File: src/rtl/writeback_stage.sv
// writeback_stage
//   Final (W) stage of the 5-stage pipeline. Latches one instruction from the
//   memory stage and commits it in the following cycle: a register-file write,
//   a CSR write, or an exception raise (ex_en flush pulse). Also drives the WD
//   forwarding bus, the branch-predictor update bus, and a small debug-trace
//   FIFO whose fullness back-pressures the pipeline.
//
// Ports
//   clk, rstn            clock; synchronous active-low reset
//   MW_valid, MW_BUS     incoming instruction from the memory stage
//   W_allowin            W stage can accept an instruction this cycle
//   rf_we/waddr/wdata    register-file write port
//   csr_we/addr/wmask/wdata  CSR write port (address/mask/data always driven)
//   ex_en, ex_ecode, ex_esubcode, ex_pc, ex_vaddr  exception commit
//   pb_valid, pb_bus     branch-predictor update
//   WD_for_BUS           {forwardable dest, result} for hazard forwarding
//   trace_valid/ready    trace FIFO head handshake
//   trace_pc/we/wnum/wdata  trace FIFO head fields (zero when empty)
module writeback_stage #(
    parameter int MW_WID      = 258,
    parameter int PB_WID      = 67,
    parameter int TRACE_DEPTH = 2
) (
    input  logic              clk,
    input  logic              rstn,
    input  logic              MW_valid,
    input  logic [MW_WID-1:0] MW_BUS,
    output logic              W_allowin,
    output logic              rf_we,
    output logic [4:0]        rf_waddr,
    output logic [31:0]       rf_wdata,
    output logic              csr_we,
    output logic [13:0]       csr_addr,
    output logic [31:0]       csr_wmask,
    output logic [31:0]       csr_wdata,
    output logic              ex_en,
    output logic [7:0]        ex_ecode,
    output logic              ex_esubcode,
    output logic [31:0]       ex_pc,
    output logic [31:0]       ex_vaddr,
    output logic              pb_valid,
    output logic [PB_WID-1:0] pb_bus,
    output logic [36:0]       WD_for_BUS,
    output logic              trace_valid,
    input  logic              trace_ready,
    output logic [31:0]       trace_pc,
    output logic [3:0]        trace_we,
    output logic [4:0]        trace_wnum,
    output logic [31:0]       trace_wdata
);

    localparam int PTR_W = (TRACE_DEPTH > 1) ? $clog2(TRACE_DEPTH) : 1;
    localparam int CNT_W = $clog2(TRACE_DEPTH) + 1;
    localparam int ENT_W = 32 + 4 + 5 + 32;
    localparam logic [CNT_W-1:0] DEPTH_C = CNT_W'(TRACE_DEPTH);

    logic              w_valid;
    logic [MW_WID-1:0] mw_r;

    // Decoded fields of the held instruction
    logic [31:0] f_pc;
    logic [31:0] f_result;
    logic        f_gr_we;
    logic [4:0]  f_dest;
    logic [31:0] f_vaddr;
    logic        f_ex;
    logic [7:0]  f_ecode;
    logic        f_esub;
    logic [13:0] f_csr_addr;
    logic        f_csr_we;
    logic [31:0] f_csr_wmask;
    logic [31:0] f_csr_wdata;

    assign pb_bus      = mw_r[MW_WID-1 -: PB_WID];
    assign f_pc        = mw_r[190:159];
    assign f_result    = mw_r[158:127];
    assign f_gr_we     = mw_r[126];
    assign f_dest      = mw_r[125:121];
    assign f_vaddr     = mw_r[120:89];
    assign f_ex        = mw_r[88];
    assign f_ecode     = mw_r[87:80];
    assign f_esub      = mw_r[79];
    assign f_csr_addr  = mw_r[78:65];
    assign f_csr_we    = mw_r[64];
    assign f_csr_wmask = mw_r[63:32];
    assign f_csr_wdata = mw_r[31:0];

    logic [CNT_W-1:0] trace_count;
    logic [PTR_W-1:0] wr_ptr;
    logic [PTR_W-1:0] rd_ptr;
    logic [ENT_W-1:0] trace_mem [TRACE_DEPTH];
    logic [ENT_W-1:0] head;

    logic w_ready_go;
    logic commit;
    logic push;
    logic pop;

    // A pop in the same cycle does not free a slot for this cycle's commit,
    // so a full FIFO always costs one stall cycle.
    assign w_ready_go = (trace_count < DEPTH_C);
    assign W_allowin  = !w_valid || w_ready_go;
    assign commit     = w_valid && w_ready_go;

    assign ex_en       = commit && f_ex;
    assign ex_ecode    = f_ecode;
    assign ex_esubcode = f_esub;
    assign ex_pc       = f_pc;
    assign ex_vaddr    = f_vaddr;

    assign rf_we    = commit && f_gr_we && !f_ex && (f_dest != 5'd0);
    assign rf_waddr = f_dest;
    assign rf_wdata = f_result;

    assign csr_we    = commit && f_csr_we && !f_ex;
    assign csr_addr  = f_csr_addr;
    assign csr_wmask = f_csr_wmask;
    assign csr_wdata = f_csr_wdata;

    assign pb_valid = commit && !f_ex;

    assign WD_for_BUS = {f_dest & {5{w_valid && f_gr_we && !f_ex}}, f_result};

    always_ff @(posedge clk) begin
        if (!rstn) begin
            w_valid <= 1'b0;
            mw_r    <= '0;
        end else if (MW_valid && W_allowin && !ex_en) begin
            w_valid <= 1'b1;
            mw_r    <= MW_BUS;
        end else if (W_allowin) begin
            w_valid <= 1'b0;
        end
    end

    assign push        = commit && !f_ex;
    assign trace_valid = (trace_count != '0);
    assign pop         = trace_valid && trace_ready;

    always_ff @(posedge clk) begin
        if (!rstn) begin
            wr_ptr      <= '0;
            rd_ptr      <= '0;
            trace_count <= '0;
        end else begin
            if (push) wr_ptr <= wr_ptr + 1'b1;
            if (pop)  rd_ptr <= rd_ptr + 1'b1;
            case ({push, pop})
                2'b10:   trace_count <= trace_count + 1'b1;
                2'b01:   trace_count <= trace_count - 1'b1;
                default: trace_count <= trace_count;
            endcase
        end
    end

    // Storage needs no reset: the head is masked to zero whenever empty.
    always_ff @(posedge clk) begin
        if (push) trace_mem[wr_ptr] <= {f_pc, {4{rf_we}}, f_dest, f_result};
    end

    assign head = trace_valid ? trace_mem[rd_ptr] : '0;
    assign trace_pc    = head[72:41];
    assign trace_we    = head[40:37];
    assign trace_wnum  = head[36:32];
    assign trace_wdata = head[31:0];

endmodule

File: config.mk
export PLATFORM = sky130hd
export DESIGN_NAME = writeback_stage
export DESIGN_NICKNAME = d
export VERILOG_FILES = /design/src/rtl/writeback_stage.sv
export SDC_FILE = /design/constraint.sdc
export NUM_CORES = 1
export LEC_CHECK = 0
export ABC_AREA = 1
export CAP_MARGIN = 20
export CORE_AREA = 2 2 248 250
export CTS_BUF_LIST = sky130_fd_sc_hd__clkbuf_4 sky130_fd_sc_hd__clkbuf_8 sky130_fd_sc_hd__clkbuf_16
export DETAILED_ROUTE_END_ITERATION = 8
export DIE_AREA = 0 0 250 252
export SKIP_CTS_REPAIR_TIMING = 1
export SYNTH_ARGS = -nofsm -noshare
export SYNTH_HDL_FRONTEND = slang
export SYNTH_SLANG_ARGS = --single-unit
File: constraint.sdc
create_clock -name clk -period 4.48 [get_ports clk]
set_clock_uncertainty 0.05 [all_clocks]
set_input_delay 0.896 -clock clk [delete_from_list [all_inputs] [get_ports clk]]
set_output_delay 0.896 -clock clk [all_outputs]
set_load 0.05 [all_outputs]
# --- Yosys cells after proc, flatten, opt, wreduce, memory -nomap -nowiden ---
# Memories as Yosys holds them, arrays and structs flattened. A register that Yosys moved wholly into a read port is not among the register bits.
# Cells that the tools add are included.
totals:
  mem_bits_rw: 146
  n_memories: 1
  inputBits: 262
  reg_bits: 263
mem_list:
  columns: ["memory", "words", "word_bits", "read_ports", "rd_ports_with_merged_regs", "wr", "line", "text"]
  rows:
  - ["trace_mem", 2, 73, 1, 1, 1, "91", "logic [ENT_W-1:0] trace_mem [TRACE_DEPTH];"]
op_classes:
  order_cmp: 1
  n_reduce_logical: 21
  addsub: 4
  n_bitwise: 1
  eq_ne: 2
  mux: 8
op_table:
  columns: ["operator", "n"]
  rows:
  - ["73-bit two-way mux", 1]
  - ["1-bit logical AND", 13]
  - ["1-bit two-way mux", 6]
  - ["2-bit nonzero test", 3]
  - ["5-bit AND", 1]
  - ["5-bit nonzero test", 1]
  - ["2-bit one-hot mux with 2 select lines", 1]
  - ["1-bit zero test", 3]
  - ["1-bit adder, second input constant", 2]
  - ["2-bit by 1-bit adder with 2-bit output, second input constant", 1]
  - ["2-bit by 1-bit equality test with 1-bit output, second input constant", 1]
  - ["2-bit equality test, second input constant", 1]
  - ["2-bit < comparator, second input constant", 1]
  - ["2-bit by 1-bit subtractor with 2-bit output, second input constant", 1]
  - ["1-bit logical OR", 1]

# --- Longest topological paths before layout ---
logic_depth:
  ltp_word: 6
  ltp_mapped: 8
  depth_no_buf: 8

# --- Least setup slack after synthesis ---
# No wires, ideal clock.
synth_timing:
  path_kind: "flip-flop to flip-flop"
  startpoint: "register trace_count[1]"
  endpoint: "memory trace_mem[1][0] in the netlist's numbering, enable pin"
  setup_time_ns: 0.500
  required_time_ns: 3.930
  path_slack_ns: 0.408
  path_stages_with_launch: 4
  synth_period_minus_slack_ns: 4.072
  t_arrival_ns: 3.522
  cell_sequence: "dfxtp_1 -> inv_1 -> nand3_1 -> nor2_1"
synth_via:
  elab_chain_cells: 5
synth_lines:
  columns: ["element", "line", "text"]
  rows:
  - ["start, declared", "88", "logic [CNT_W-1:0] trace_count;"]
  - ["start signal, assigned", "149", "2'b10: trace_count <= trace_count + 1'b1;"]
  - ["start signal, assigned", "150", "2'b01: trace_count <= trace_count - 1'b1;"]
  - ["start signal, assigned", "151", "default: trace_count <= trace_count;"]
  - ["2-bit < comparator", "101", "assign w_ready_go = (trace_count < DEPTH_C);"]
  - ["1-bit logical AND", "103", "assign commit = w_valid && w_ready_go;"]
  - ["1-bit logical AND", "136", "assign push = commit && !f_ex;"]
  - ["1-bit two-way mux", "158", "if (push) trace_mem[wr_ptr] <= {f_pc, {4{rf_we}}, f_dest, f_result};"]
  - ["1-bit two-way mux (not written as such)", "158", null]
  - ["end, declared", "91", null]
# Every way passes these cells.

==> impl_metrics.toml <==
[pwr]
peakVddDrop_v = 0.0003006
p_clk_frac = 0.348
p_leak_nw = 10.66
p_sw_w = 0.003812
p_sw_frac = 0.3366
p_int_w = 0.007512
seqPwrFrac = 0.377
power_w = 0.01132
powerDensity_nw_per_um2 = 460.1
combPwrFrac = 0.274

[timing]
drv_slew = 0
slew_headroom = 0.3425
whs_ns = 0.4368
fin_tns_setup_ns = 0
rsz0062_at_grt = "no"
worst_pin_slew_ns = 0.9863
finalHoldViolations = 0
period_share = 0.8535
finalCriticalPeriod_ns = 3.824
max_freq_mhz = 261.5
setup_viol = 0

[route]
vias_per_cell = 4.100
drcViolationCount = 0
postRouteAntennaNets = 0
first_pass_iters = 4
via_count = 14250
drtIter0Drc = 641
routed_wl_um = 53620
wl_per_cell_um = 15.43

[cts]
cts_tree = "built"
clkTransAtPathRegs_ns = 0.06
clk_latency_ns = 0.58
clockRootBuffer = "clkbuf_16"
cts.sinks = 404
cts_buffer_depth = 3
cts_max_level = 2
cts_buffers = 46

[setup_path]
start_kind = "register"
timing_worst_setup_path_type = "register to primary output"
regToRegStartpoint = "trace_count[1]$_SDFFE_PN0P_"
ff2ff_setup_slack_ns = 2.32
r2r_end = "trace_mem[1][4]$_DFFE_PP_"
reg2reg_depth = 4
crit_required_ns = 3.53
path_max_fanout = 48
worstPathArrival_ns = 2.88
end_kind = "primary output"

[worst_hold_path]
holdPathStages = 0
hold_end = "trace_mem[1][70]$_DFFE_PP_"
hold_class = "register to register"
hp-start = "mw_r[188]$_SDFFE_PN0P_"

[synth]
ys_seq_elements = 404
seq_area_frac_synth = 0.5233
synth_nets = 2614
synth_warnings = 0
syn_avg_cell_area_um2 = 7.713
synth_cell_types = 19
synth_area_um2 = 18130
syn-instance-count = 2351

[global_routing]
grt_pass1_wl_um = 80350
grt_max_degree = 148
grt_usage = 0.1639
grt_pass1_vias = 13630
grt-ovfl-total = 0
antenna_found_initial = 8

[die]
initial_core_util = 0.3016
num_io_pins = 633
dieArea_um2 = 63000
core_um2 = 60130
die_x_um = 250
die-height_um = 252
num_rows = 90

[flow_run]
max_cap_viol_count = 0

[placed_design]
dp.cells = 3388
io_buffers = 632
dp.final_hpwl_um = 39270
gp_congestion = 0.8442

[run_status]
status = "finished, final reports clean"

[final_layout]
finish.utilization = 0.4093
drive_above_1_share = 0.03941
nNetsFinal = 2917
area_growth_pct = 35.72
stdcell_count = 3474
==> layout by cell type, fill, tap and decap left out, drive strengths merged, types with 3 or more instances in the layout <==
cell / synthesis / routed
clkinv: 0 / 15
dfxtp: 264 / 264
nand3: 3 / 3
nand2: 667 / 667
bufinv: 0 / 6
clkdlybuf4s50: 0 / 631
clkbuf: 33 / 60
a21oi: 72 / 72
inv: 267 / 269
buf: 364 / 20
edfxtp: 140 / 140
nor2: 536 / 536
==> layout make-up <==
cell class,count,area [µm²]
repair buffers,652,6568
flip-flops and latches,404,9490
inverters,267,1002
diodes,2,5.005
well taps,782,978.4
clock inverters,25,307.8
multi-input cells,1283,4962
clock buffers,59,1297
fillers,5982,35520
==> critical path, cell delays in order, from the launching register on <==
cell and delay, ns:
dfxtp_2 0.62, buf_4 0.50, nand2_1 0.10, a21oi_1 0.20, clkdlybuf4s50_1 0.83
==> power by group through the flow <==
stage                     logic, W  registers [W]  clock network, W
after global placement     0.00309        0.00434                 0
after CTS                  0.00313        0.00428           0.00408
final                      0.00311        0.00427           0.00394
after floorplan            0.00232        0.00428                 0
after detailed placement   0.00312        0.00435                 0
after global routing       0.00330        0.00431           0.00421
==> flip-flops by register name, summed over array words and instances, names as in the netlist, named ones only <==
signal / flops
trace_count: 2
mw_r: 258
wr_ptr: 1
trace_mem: 140
w_valid: 1
rd_ptr: 1
==> worst max path at each step <==
stage / to
3_3_place_gp: trace_wdata[7]
5_1_grt: trace_wdata[10]
6_report: trace_wdata[13]
3_5_place_dp: trace_wdata[7]
2_1_floorplan: trace_mem[1][0]$_DFFE_PP_
4_1_cts: trace_wdata[7]
==> synth_stat cells <==
| master | instances | share of area |
|---|---|---|
| ha_1 | 1 | 0.00069 |
| a21boi_0 | 1 | 0.00041 |
| edfxtp_1 | 140 | 0.23 |
| inv_1 | 266 | 0.055 |
| buf_4 | 311 | 0.13 |
| a21oi_1 | 72 | 0.020 |
| o21ai_0 | 1 | 0.00028 |
| nand3_1 | 2 | 0.00055 |
| nor3_1 | 1 | 0.00028 |
| nand3_2 | 1 | 0.00055 |
| buf_1 | 16 | 0.0033 |
| nand4_1 | 1 | 0.00035 |
| dfxtp_1 | 264 | 0.29 |
| inv_2 | 1 | 0.00021 |
| nor2_1 | 536 | 0.11 |
| nand2_1 | 667 | 0.14 |
| buf_6 | 1 | 0.00062 |
| clkbuf_1 | 33 | 0.0068 |
| buf_2 | 36 | 0.0099 |
==> per-layer routing <==
metal	vias to the layer above	wire (µm)	global-route usage	part of all wire
met2	526	25360	0.2743	0.47
met1	6341	21220	0.1898	0.40
li1	7285	-	-	-
met3	83	5328	0.06530	0.099
met5	-	73	0	0.0014
met4	10	1633	0.05817	0.030
==> logic make-up after synthesis <==
| logic type | count (synthesis) | synth area share |
|---|---|---|
| AOI/OAI and AO/OA | 74 | 0.02056 |
| adders and majority gates | 1 | 0.0006899 |
| buffers and inverters | 664 | 0.2047 |
| DFF | 404 | 0.5233 |
| and+or+nand+nor | 1208 | 0.2507 |
==> per-stage QoR <==
stage | area [µm²] | setup WS, ns
global placement | 23000 | 1.273
finish | 24610 | 0.6562
detailed placement | 23000 | 1.255
CTS | 24610 | 0.5950
global route | 24610 | 0.4385
floorplan | 18130 | 0.4078
No activity file was read; power rests on OpenSTA's default activity.
